`src/rtl/gpr_read_sequencer_pkg.sv`:
```
// Shared types and constants for the GPR read-port sequencer.
// Operand slots are indexed rs1=0, rs2=1, rs3=2 throughout.
package gpr_read_sequencer_pkg;

  localparam int NUM_SRC_OPS = 3;

  typedef logic [1:0] op_idx_t;

  localparam op_idx_t OP_RS1 = 2'd0;
  localparam op_idx_t OP_RS2 = 2'd1;
  localparam op_idx_t OP_RS3 = 2'd2;

  typedef logic [1:0] gpr_seq_state_e;

  localparam gpr_seq_state_e ST_IDLE  = 2'd0;
  localparam gpr_seq_state_e ST_RD    = 2'd1;
  localparam gpr_seq_state_e ST_WAIT  = 2'd2;
  localparam gpr_seq_state_e ST_VALID = 2'd3;

  // Lowest pending operand wins, which gives rs1 -> rs2 -> rs3 issue order.
  function automatic op_idx_t first_set_idx(input logic [NUM_SRC_OPS-1:0] mask);
    op_idx_t idx;
    idx = OP_RS1;
    if (mask[OP_RS1]) begin
      idx = OP_RS1;
    end else if (mask[OP_RS2]) begin
      idx = OP_RS2;
    end else if (mask[OP_RS3]) begin
      idx = OP_RS3;
    end
    return idx;
  endfunction

endpackage

```
`src/rtl/gpr_read_sequencer_operand_capture.sv`:
```
// One operand slot: remembers any writeback that raced its read and merges
// it lane-by-lane over the RAM data when the read returns.
module gpr_operand_capture #(
  parameter int NUM_THREADS = 4,
  parameter int XLEN        = 32,
  parameter int ADDRW       = 7
) (
  input  logic                        clk,
  input  logic                        reset,
  input  logic                        clear,
  input  logic                        issue_en,
  input  logic [ADDRW-1:0]            rd_addr,
  input  logic                        wb_valid,
  input  logic [ADDRW-1:0]            wb_addr,
  input  logic [NUM_THREADS-1:0]      wb_tmask,
  input  logic [NUM_THREADS*XLEN-1:0] wb_data,
  input  logic                        capture_en,
  input  logic [NUM_THREADS*XLEN-1:0] rd_data,
  output logic [NUM_THREADS*XLEN-1:0] operand
);

  logic [NUM_THREADS-1:0]      byp_mask_q;
  logic [NUM_THREADS*XLEN-1:0] byp_data_q;
  logic [NUM_THREADS*XLEN-1:0] merged;
  logic                        wb_hit;

  assign wb_hit = wb_valid && (wb_addr == rd_addr);

  always_comb begin
    merged = rd_data;
    for (int l = 0; l < NUM_THREADS; l++) begin
      if (byp_mask_q[l]) begin
        merged[l*XLEN +: XLEN] = byp_data_q[l*XLEN +: XLEN];
      end
    end
  end

  // The RAM has no read/write collision check, so a same-cycle write is caught here.
  always_ff @(posedge clk or posedge reset) begin
    if (reset) begin
      byp_mask_q <= '0;
      byp_data_q <= '0;
      operand    <= '0;
    end else begin
      if (issue_en) begin
        byp_mask_q <= wb_hit ? wb_tmask : '0;
        byp_data_q <= wb_data;
      end
      if (clear) begin
        operand <= '0;
      end else if (capture_en) begin
        operand <= merged;
      end
    end
  end

endmodule

```
`src/rtl/gpr_read_sequencer.sv`:
```
// Serialises up to three operand reads of one instruction over a single GPR
// read port and presents all operands together downstream.
module gpr_read_sequencer
  import gpr_read_sequencer_pkg::*;
#(
  parameter int NUM_THREADS = 4,
  parameter int XLEN        = 32,
  parameter int ADDRW       = 7,
  parameter int TAGW        = 64
) (
  input  logic                                    clk,
  input  logic                                    reset,
  input  logic                                    req_valid,
  output logic                                    req_ready,
  input  logic [NUM_SRC_OPS-1:0]                  req_use,
  input  logic [NUM_SRC_OPS*ADDRW-1:0]            req_addr,
  input  logic [TAGW-1:0]                         req_tag,
  output logic                                    gpr_rd_en,
  output logic [ADDRW-1:0]                        gpr_rd_addr,
  input  logic [NUM_THREADS*XLEN-1:0]             gpr_rd_data,
  input  logic                                    wb_valid,
  input  logic [ADDRW-1:0]                        wb_addr,
  input  logic [NUM_THREADS-1:0]                  wb_tmask,
  input  logic [NUM_THREADS*XLEN-1:0]             wb_data,
  output logic                                    rsp_valid,
  input  logic                                    rsp_ready,
  output logic [TAGW-1:0]                         rsp_tag,
  output logic [NUM_SRC_OPS*NUM_THREADS*XLEN-1:0] rsp_data
);

  localparam int DATAW = NUM_THREADS * XLEN;

  gpr_seq_state_e         state_q;
  gpr_seq_state_e         state_d;
  logic [NUM_SRC_OPS-1:0] use_rem_q;
  logic [NUM_SRC_OPS-1:0] use_rem_left;
  logic [ADDRW-1:0]       addr_q [NUM_SRC_OPS];
  logic [TAGW-1:0]        tag_q;
  logic                   cap_valid_q;
  op_idx_t                cap_idx_q;
  op_idx_t                issue_idx;
  logic                   issue_fire;
  logic                   accept;
  logic [ADDRW-1:0]       issue_addr;
  logic [DATAW-1:0]       operand [NUM_SRC_OPS];

  assign req_ready  = (state_q == ST_IDLE) || ((state_q == ST_VALID) && rsp_ready);
  assign accept     = req_valid && req_ready;
  assign issue_fire = (state_q == ST_RD);
  assign issue_idx  = first_set_idx(use_rem_q);

  always_comb begin
    use_rem_left            = use_rem_q;
    use_rem_left[issue_idx] = 1'b0;
  end

  always_comb begin
    case (issue_idx)
      OP_RS2:  issue_addr = addr_q[OP_RS2];
      OP_RS3:  issue_addr = addr_q[OP_RS3];
      default: issue_addr = addr_q[OP_RS1];
    endcase
  end

  assign gpr_rd_en   = issue_fire;
  assign gpr_rd_addr = issue_fire ? issue_addr : '0;

  // Accepting from VALID re-enters directly, so back-to-back requests need no idle gap.
  always_comb begin
    state_d = state_q;
    case (state_q)
      ST_IDLE, ST_VALID: begin
        if (accept) begin
          state_d = (req_use == '0) ? ST_VALID : ST_RD;
        end else if ((state_q == ST_VALID) && rsp_ready) begin
          state_d = ST_IDLE;
        end
      end
      ST_RD: begin
        if (use_rem_left == '0) begin
          state_d = ST_WAIT;
        end
      end
      ST_WAIT:  state_d = ST_VALID;
      default:  state_d = ST_IDLE;
    endcase
  end

  // Capture lags issue by one cycle, so the slot being read is piped alongside.
  always_ff @(posedge clk or posedge reset) begin
    if (reset) begin
      state_q     <= ST_IDLE;
      use_rem_q   <= '0;
      tag_q       <= '0;
      cap_valid_q <= 1'b0;
      cap_idx_q   <= OP_RS1;
      for (int i = 0; i < NUM_SRC_OPS; i++) begin
        addr_q[i] <= '0;
      end
    end else begin
      state_q     <= state_d;
      cap_valid_q <= issue_fire;
      cap_idx_q   <= issue_idx;
      if (accept) begin
        use_rem_q <= req_use;
        tag_q     <= req_tag;
        for (int i = 0; i < NUM_SRC_OPS; i++) begin
          addr_q[i] <= req_addr[i*ADDRW +: ADDRW];
        end
      end else if (issue_fire) begin
        use_rem_q <= use_rem_left;
      end
    end
  end

  for (genvar g = 0; g < NUM_SRC_OPS; g++) begin : g_op
    gpr_operand_capture #(
      .NUM_THREADS (NUM_THREADS),
      .XLEN        (XLEN),
      .ADDRW       (ADDRW)
    ) u_capture (
      .clk        (clk),
      .reset      (reset),
      .clear      (accept),
      .issue_en   (issue_fire && (issue_idx == op_idx_t'(g))),
      .rd_addr    (gpr_rd_addr),
      .wb_valid   (wb_valid),
      .wb_addr    (wb_addr),
      .wb_tmask   (wb_tmask),
      .wb_data    (wb_data),
      .capture_en (cap_valid_q && (cap_idx_q == op_idx_t'(g))),
      .rd_data    (gpr_rd_data),
      .operand    (operand[g])
    );
  end

  assign rsp_valid = (state_q == ST_VALID);
  assign rsp_tag   = tag_q;
  assign rsp_data  = {operand[OP_RS3], operand[OP_RS2], operand[OP_RS1]};

endmodule

```
`config.mk`:
```
export PLATFORM = sky130hd
export DESIGN_NAME = gpr_read_sequencer
export DESIGN_NICKNAME = d
export VERILOG_FILES = /design/src/rtl/gpr_read_sequencer_pkg.sv /design/src/rtl/gpr_read_sequencer_operand_capture.sv /design/src/rtl/gpr_read_sequencer.sv
export SDC_FILE = /design/constraint.sdc
export NUM_CORES = 2
export LEC_CHECK = 0
export CAP_MARGIN = 20
export CELL_PAD_IN_SITES_DETAIL_PLACEMENT = 1
export CELL_PAD_IN_SITES_GLOBAL_PLACEMENT = 1
export CORE_AREA = 2 2 314 316
export CTS_CLUSTER_DIAMETER = 60
export DETAILED_ROUTE_END_ITERATION = 8
export DIE_AREA = 0 0 316 318
export PLACE_DENSITY_LB_ADDON = 0.1
export SETUP_SLACK_MARGIN = 0.05
export SLEW_MARGIN = 0
export SYNTH_ARGS = -nofsm -noshare
export SYNTH_HDL_FRONTEND = slang
export SYNTH_HIERARCHICAL = 1
export SYNTH_SLANG_ARGS = --single-unit
```
`constraint.sdc`:
```
create_clock -name clk -period 13.3 [get_ports clk]
set_clock_uncertainty 0.2 [all_clocks]
set_input_delay 2.66 -clock clk [delete_from_list [all_inputs] [get_ports clk]]
set_output_delay 2.66 -clock clk [all_outputs]
set_load 0.01 [all_outputs]
```
# Word-level counts from Yosys, hierarchy flattened
# Index checks and enable logic that the tools add are counted.
# classes
magnitude_cmp	2
reduce_logical	22
eq_ne	10
n_bitwise	2
muxes	33
# op_table
op	count
2-to-1 mux 128 bit	6
2-to-1 mux 32 bit	12
2-to-1 mux 2 bit	7
one-hot mux 7 bit (2 select lines)	1
logical AND 1 bit	10
equality test 2 bit (second input constant)	4
nonzero test 2 bit	4
equality test 7 bit	1
2-to-1 mux 7 bit	1
equality test 2 x 1 -> 1 bit (second input constant)	3
logical NOT 2 bit	3
logical NOT 3 bit	2
2-to-1 mux 3 bit	2
one-hot mux 2 bit (3 select lines)	1
2-to-1 mux 4 bit	1
bitwise AND 3 bit	1
less-than comparator 2 x 3 -> 1 bit (second input constant)	1
!= test 3 bit (second input constant)	1
NOT 3 bit	1
demux 1 bit (select 2 bit)	1
>= comparator 2 x 1 -> 1 bit (second input constant)	1
!= test 2 x 1 -> 1 bit (second input constant)	1
AND reduction 2 bit	1
OR reduction 2 bit	1
2 further kinds	2
# totals
input_bits	360
wordCells	86
out_inout_bits	458
reg_bits	873

# Logic depth before layout (Yosys ltp)
# depth
depth_word	12
depth_mapped	10
ltp_nobuf	8

# Modules after synthesis
# The synthesis kept the hierarchy.
# by_module_without_submodules
module	n_inst	area_each_um2	cells_each	seq_area_each_um2
gpr_operand_capture	3	11277.1	867	6506.2
gpr_read_sequencer	1	3796.1	257	2327.2

# Worst setup path before layout
# OpenSTA, ideal clock, no wires.
# synth_timing
kind	input to output
start	in rsp_ready
end	out req_ready
required_ps	10440
n_path_buf	1
arrival_ps	3065
cell_stages	2
setup_slack_ps	7375
path_cell_list	a21o_1 clkbuf_1
# synth_between
elab_chain_len	2
# synth_lines
element	line	source
start: declaration	gpr_read_sequencer.sv:26	input logic rsp_ready,
logical AND 1 bit	gpr_read_sequencer.sv:47	assign req_ready = (state_q == ST_IDLE) || ((state_q == ST_VALID) && rsp_ready);
logical OR 1 bit	gpr_read_sequencer.sv:47	
end: declaration	gpr_read_sequencer.sv:14	output logic req_ready,
# No other way between the ends.

# Worst setup path in the final report
# Same ends and word-level chain as after synthesis.

==> metrics.csv <==
stage,metric,value,unit
run_status,status,"finished, final reports clean",
sta,setup_tns,0,ns
setup_path,r2r_start,state_q[1]$_DFFE_PP0P_,
min_path,hp-start,g_op[1].u_capture/byp_data_q[74]$_DFFE_PP0P_,
final_layout,nets,3959,
power,p_seq_share,36.9,%
setup_path,cp-end-kind,primary output,
clock_network,cts_sinks,873,
placed_design,numPortBuffers,817,
logic_synthesis,synth_edf_count,0,
global_routing,grt_pass1_vias,30100,
sta,rsz0062_at_grt,no,
die,die_width,316,um
clock_network,htreeDepth,3,
logic_synthesis,ys_types,36,
global_routing,antenna_found_initial,35,
power,power_density,249,mW/mm2
sta,hold_viol,0,
power,pwr-share-comb,38.7,%
setup_path,crit_family,buffers and inverters,
clock_network,clk_pin_slew_worst_paths,0.06,ns
routing,drt_iter0_drc,1204,
logic_synthesis,async_flop_share,100,%
clock_network,root_buffer,clkbuf_16,
logic_synthesis,ys.flop_type,dfrtp_1,
clock_network,cts_hold_buf,0,
setup_path,path_buf_inv,2,
sta,slew_viol_final,0,
clock_network,clk_latency,0.69,ns
routing,vias,26900,
routing,ant_nets,0,
global_routing,grt_overflow_total,0,
min_path,hold-path-endpoint,g_op[1].u_capture/byp_data_q[74]$_DFFE_PP0P_,
final_layout,fin_util,51.6,%
setup_path,worst_r2r_endpoint,addr_q[3]$_DFFE_PP0P_,
setup_path,critPathArrivalTime,4.12,ns
routing,via_per_inst,5.39,
logic_synthesis,ys_seq_area_share,58.1,%
clock_network,clockBufferDepth,3,
power,pwr-share-clk,24.4,%
min_path,hold_path.class,register to register,
flow_run,maxCapViolCount,0,
clock_network,post_cts_resize_count,0,
setup_path,start_kind,primary input,
setup_path,cp_common_cell,clkdlybuf4s50_1,
sta,fmax,143,MHz
final_layout,area_growth,33.5,%
setup_path,reg2reg_setup_slack,9.07,ns
logic_synthesis,syn_area_per_cell,13.2,um2
final_layout,drive_gt1_share,19.5,%
setup_path,path_max_fanout,11,
logic_synthesis,synth.cell_area,0.0376,mm2
power,p_sw,4260,uW
die,die_area,0.100,mm2
global_routing,grt_max_degree,184,
placed_design,gp_congestion,0.834,
global_routing,track_usage,27.1,%
sta,slew_headroom,26.2,%
min_path,min_path_cells,1,
routing,wl,137000,um
sta,worst_slew_pin_slew,1.11,ns
die,start_util,38.6,%
die,num_io_pins,818,
power,p_int,8270,uW
clock_network,cts_setup_buffers,0,
setup_path,rr_worst_depth,7,
placed_design,hpwl,90300,um
logic_synthesis,yosysTopAreaCellShare,58.1,%
setup_path,cp.required,10.44,ns
sta,fin_crit_sh,52.5,%
setup_path,path_class,primary input to primary output,
die,core,0.0974,mm2
setup_path,path_cells,clkdlybuf4s50_1 > a21o_1 > clkdlybuf4s50_1,
logic_synthesis,synth.top_cells.by_area,"dfrtp_1, mux2_2, mux2i_1",
die,placementRows,115,
setup_path,cp_slowest_cell,clkdlybuf4s50_1,
power,peakVddDrop,0.124,mV
power,p_sw_share,34.0,%
sta,setup_viol,0,
routing,dr.pass1.iters,4,
global_routing,grt_pass1_wl,204000,um
logic_synthesis,synth-seq-cells,873,
logic_synthesis,ys.warnings.count,6,
clock_network,cts_made_buffers,107,
logic_synthesis,syn_inst,2858,
setup_path,slowest_delay,0.64,ns
sta,min_period,6.98,ns
logic_synthesis,yosysTopAreaCell,dfrtp_1,
routing,drc,0,
clock_network,cts_tree,yes,
routing,wl_per_cell,27.3,um
logic_synthesis,synth_nets,3222,
power,p_leak,0.0200,uW
die,die-height,318,um
how the worst max path moves through the flow:
stage,startpoint,end,depth (start not counted)
floorplan,reset,g_op[0].u_capture/byp_data_q[0]$_DFFE_PP0P_,1
global placement,rsp_ready,req_ready,3
detailed placement,rsp_ready,req_ready,3
CTS,rsp_ready,req_ready,3
global route,rsp_ready,req_ready,3
finish,rsp_ready,req_ready,3
routing by layer:
metal | share of wire (%) | track usage [%] | vias up
met5 | 0.081 | 0 | -
met3 | 6.4 | 6.82 | 190
met4 | 3.7 | 11.5 | 16
met2 | 50 | 46.4 | 751
li1 | - | - | 11900
met1 | 39 | 32.2 | 14100
power by group through the flow:
| stage | logic, uW | registers (uW) | clock network [uW] |
|---|---|---|---|
| after floorplan | 2480 | 4720 | 0 |
| after global placement | 4750 | 4590 | 0 |
| after detailed placement | 4880 | 4670 | 0 |
| after CTS | 4900 | 4640 | 3130 |
| after global routing | 5210 | 4790 | 3240 |
| final | 4850 | 4630 | 3050 |
layout make-up:
type                       count  area, um2
fill                        9707      47200
sequential                   873      21900
multi-input combinational   1729      14300
timing repair buffer         862       8560
clock buffer                 159       3230
tap                         1287       1610
clock inverter                40        537
inverter                      22        106
antenna                       24       60.1
placed cells by master, fill, tap and decap left out, drive strengths merged, types with 8 or more instances in the layout:
cell and instances:
o32ai 12, mux2 465, dfrtp 873, a211oi 384, bufinv 10, clkdlybuf4s50 817, clkbuf 159, diode 24
xnor2 21, nand4 15, buf 45, clkinv 20, inv 25, o21ai 8, mux2i 385, nor2 387
registers in the layout, summed over array words and instances, names as in the netlist:
| name | cells |
|---|---|
| cap_idx_q | 2 |
| rsp_tag | 64 |
| state_q | 2 |
| g_op.u_capture/byp_mask_q | 12 |
| addr_q | 21 |
| cap_valid_q | 1 |
| g_op.u_capture/byp_data_q | 384 |
| g_op.u_capture/operand | 384 |
| use_rem_q | 3 |
worst reg2reg max path: stages, from the launching register on:
cell     delay [ns]
dfrtp_1        0.40
inv_1          0.13
ha_1           0.20
a21o_1         0.31
and2_4         0.60
buf_4          0.90
buf_12         0.90
mux2_2         0.47
cells in the mapped netlist (3+ instances only):
| master | number |
|---|---|
| buf_6 | 54 |
| buf_4 | 18 |
| o221a_2 | 4 |
| and2_1 | 4 |
| ha_1 | 4 |
| nand2_1 | 7 |
| nor2b_1 | 3 |
| xnor2_1 | 21 |
| inv_1 | 22 |
| nand4_1 | 15 |
| nand3_1 | 7 |
| mux2_2 | 463 |
| buf_1 | 12 |
| mux2i_1 | 385 |
| nor2_1 | 387 |
| a221o_1 | 3 |
| a211oi_1 | 384 |
| clkbuf_1 | 63 |
| o21ai_0 | 8 |
| dfrtp_1 | 873 |
| buf_2 | 87 |
| nand2b_1 | 3 |
| o32ai_1 | 12 |
| a2bb2oi_1 | 4 |
metrics by stage:
step	cell area, um2	total power (uW)	hold WS, ns	std cells	worst slack [ns]
3_5_place_dp	46400	9550	0.294	4772	6.33
5_1_grt	50200	13200	0.320	4995	6.29
2_1_floorplan	37600	7210	0.272	2858	3.28
3_3_place_gp	46400	9340	0.289	4772	6.38
4_1_cts	50200	12700	0.308	4971	6.31
6_report	50200	12500	0.303	4996	6.32
logic make-up (layout without fill, tap and decap cells):
logic type      count (synthesis)  in the layout  share of synthesized area (%)
flops                         873            873                           58.1
compound gates                423            423                           8.50
fa+ha+maj                       5              5                          0.160
xor+xnor                       21             21                          0.489
buf+inv                       256           1083                           4.10
simple gates                  430            430                           4.52
mux                           850            850                           24.2
other cells                     0             24                              0
(Power assumes the default switching activity.)
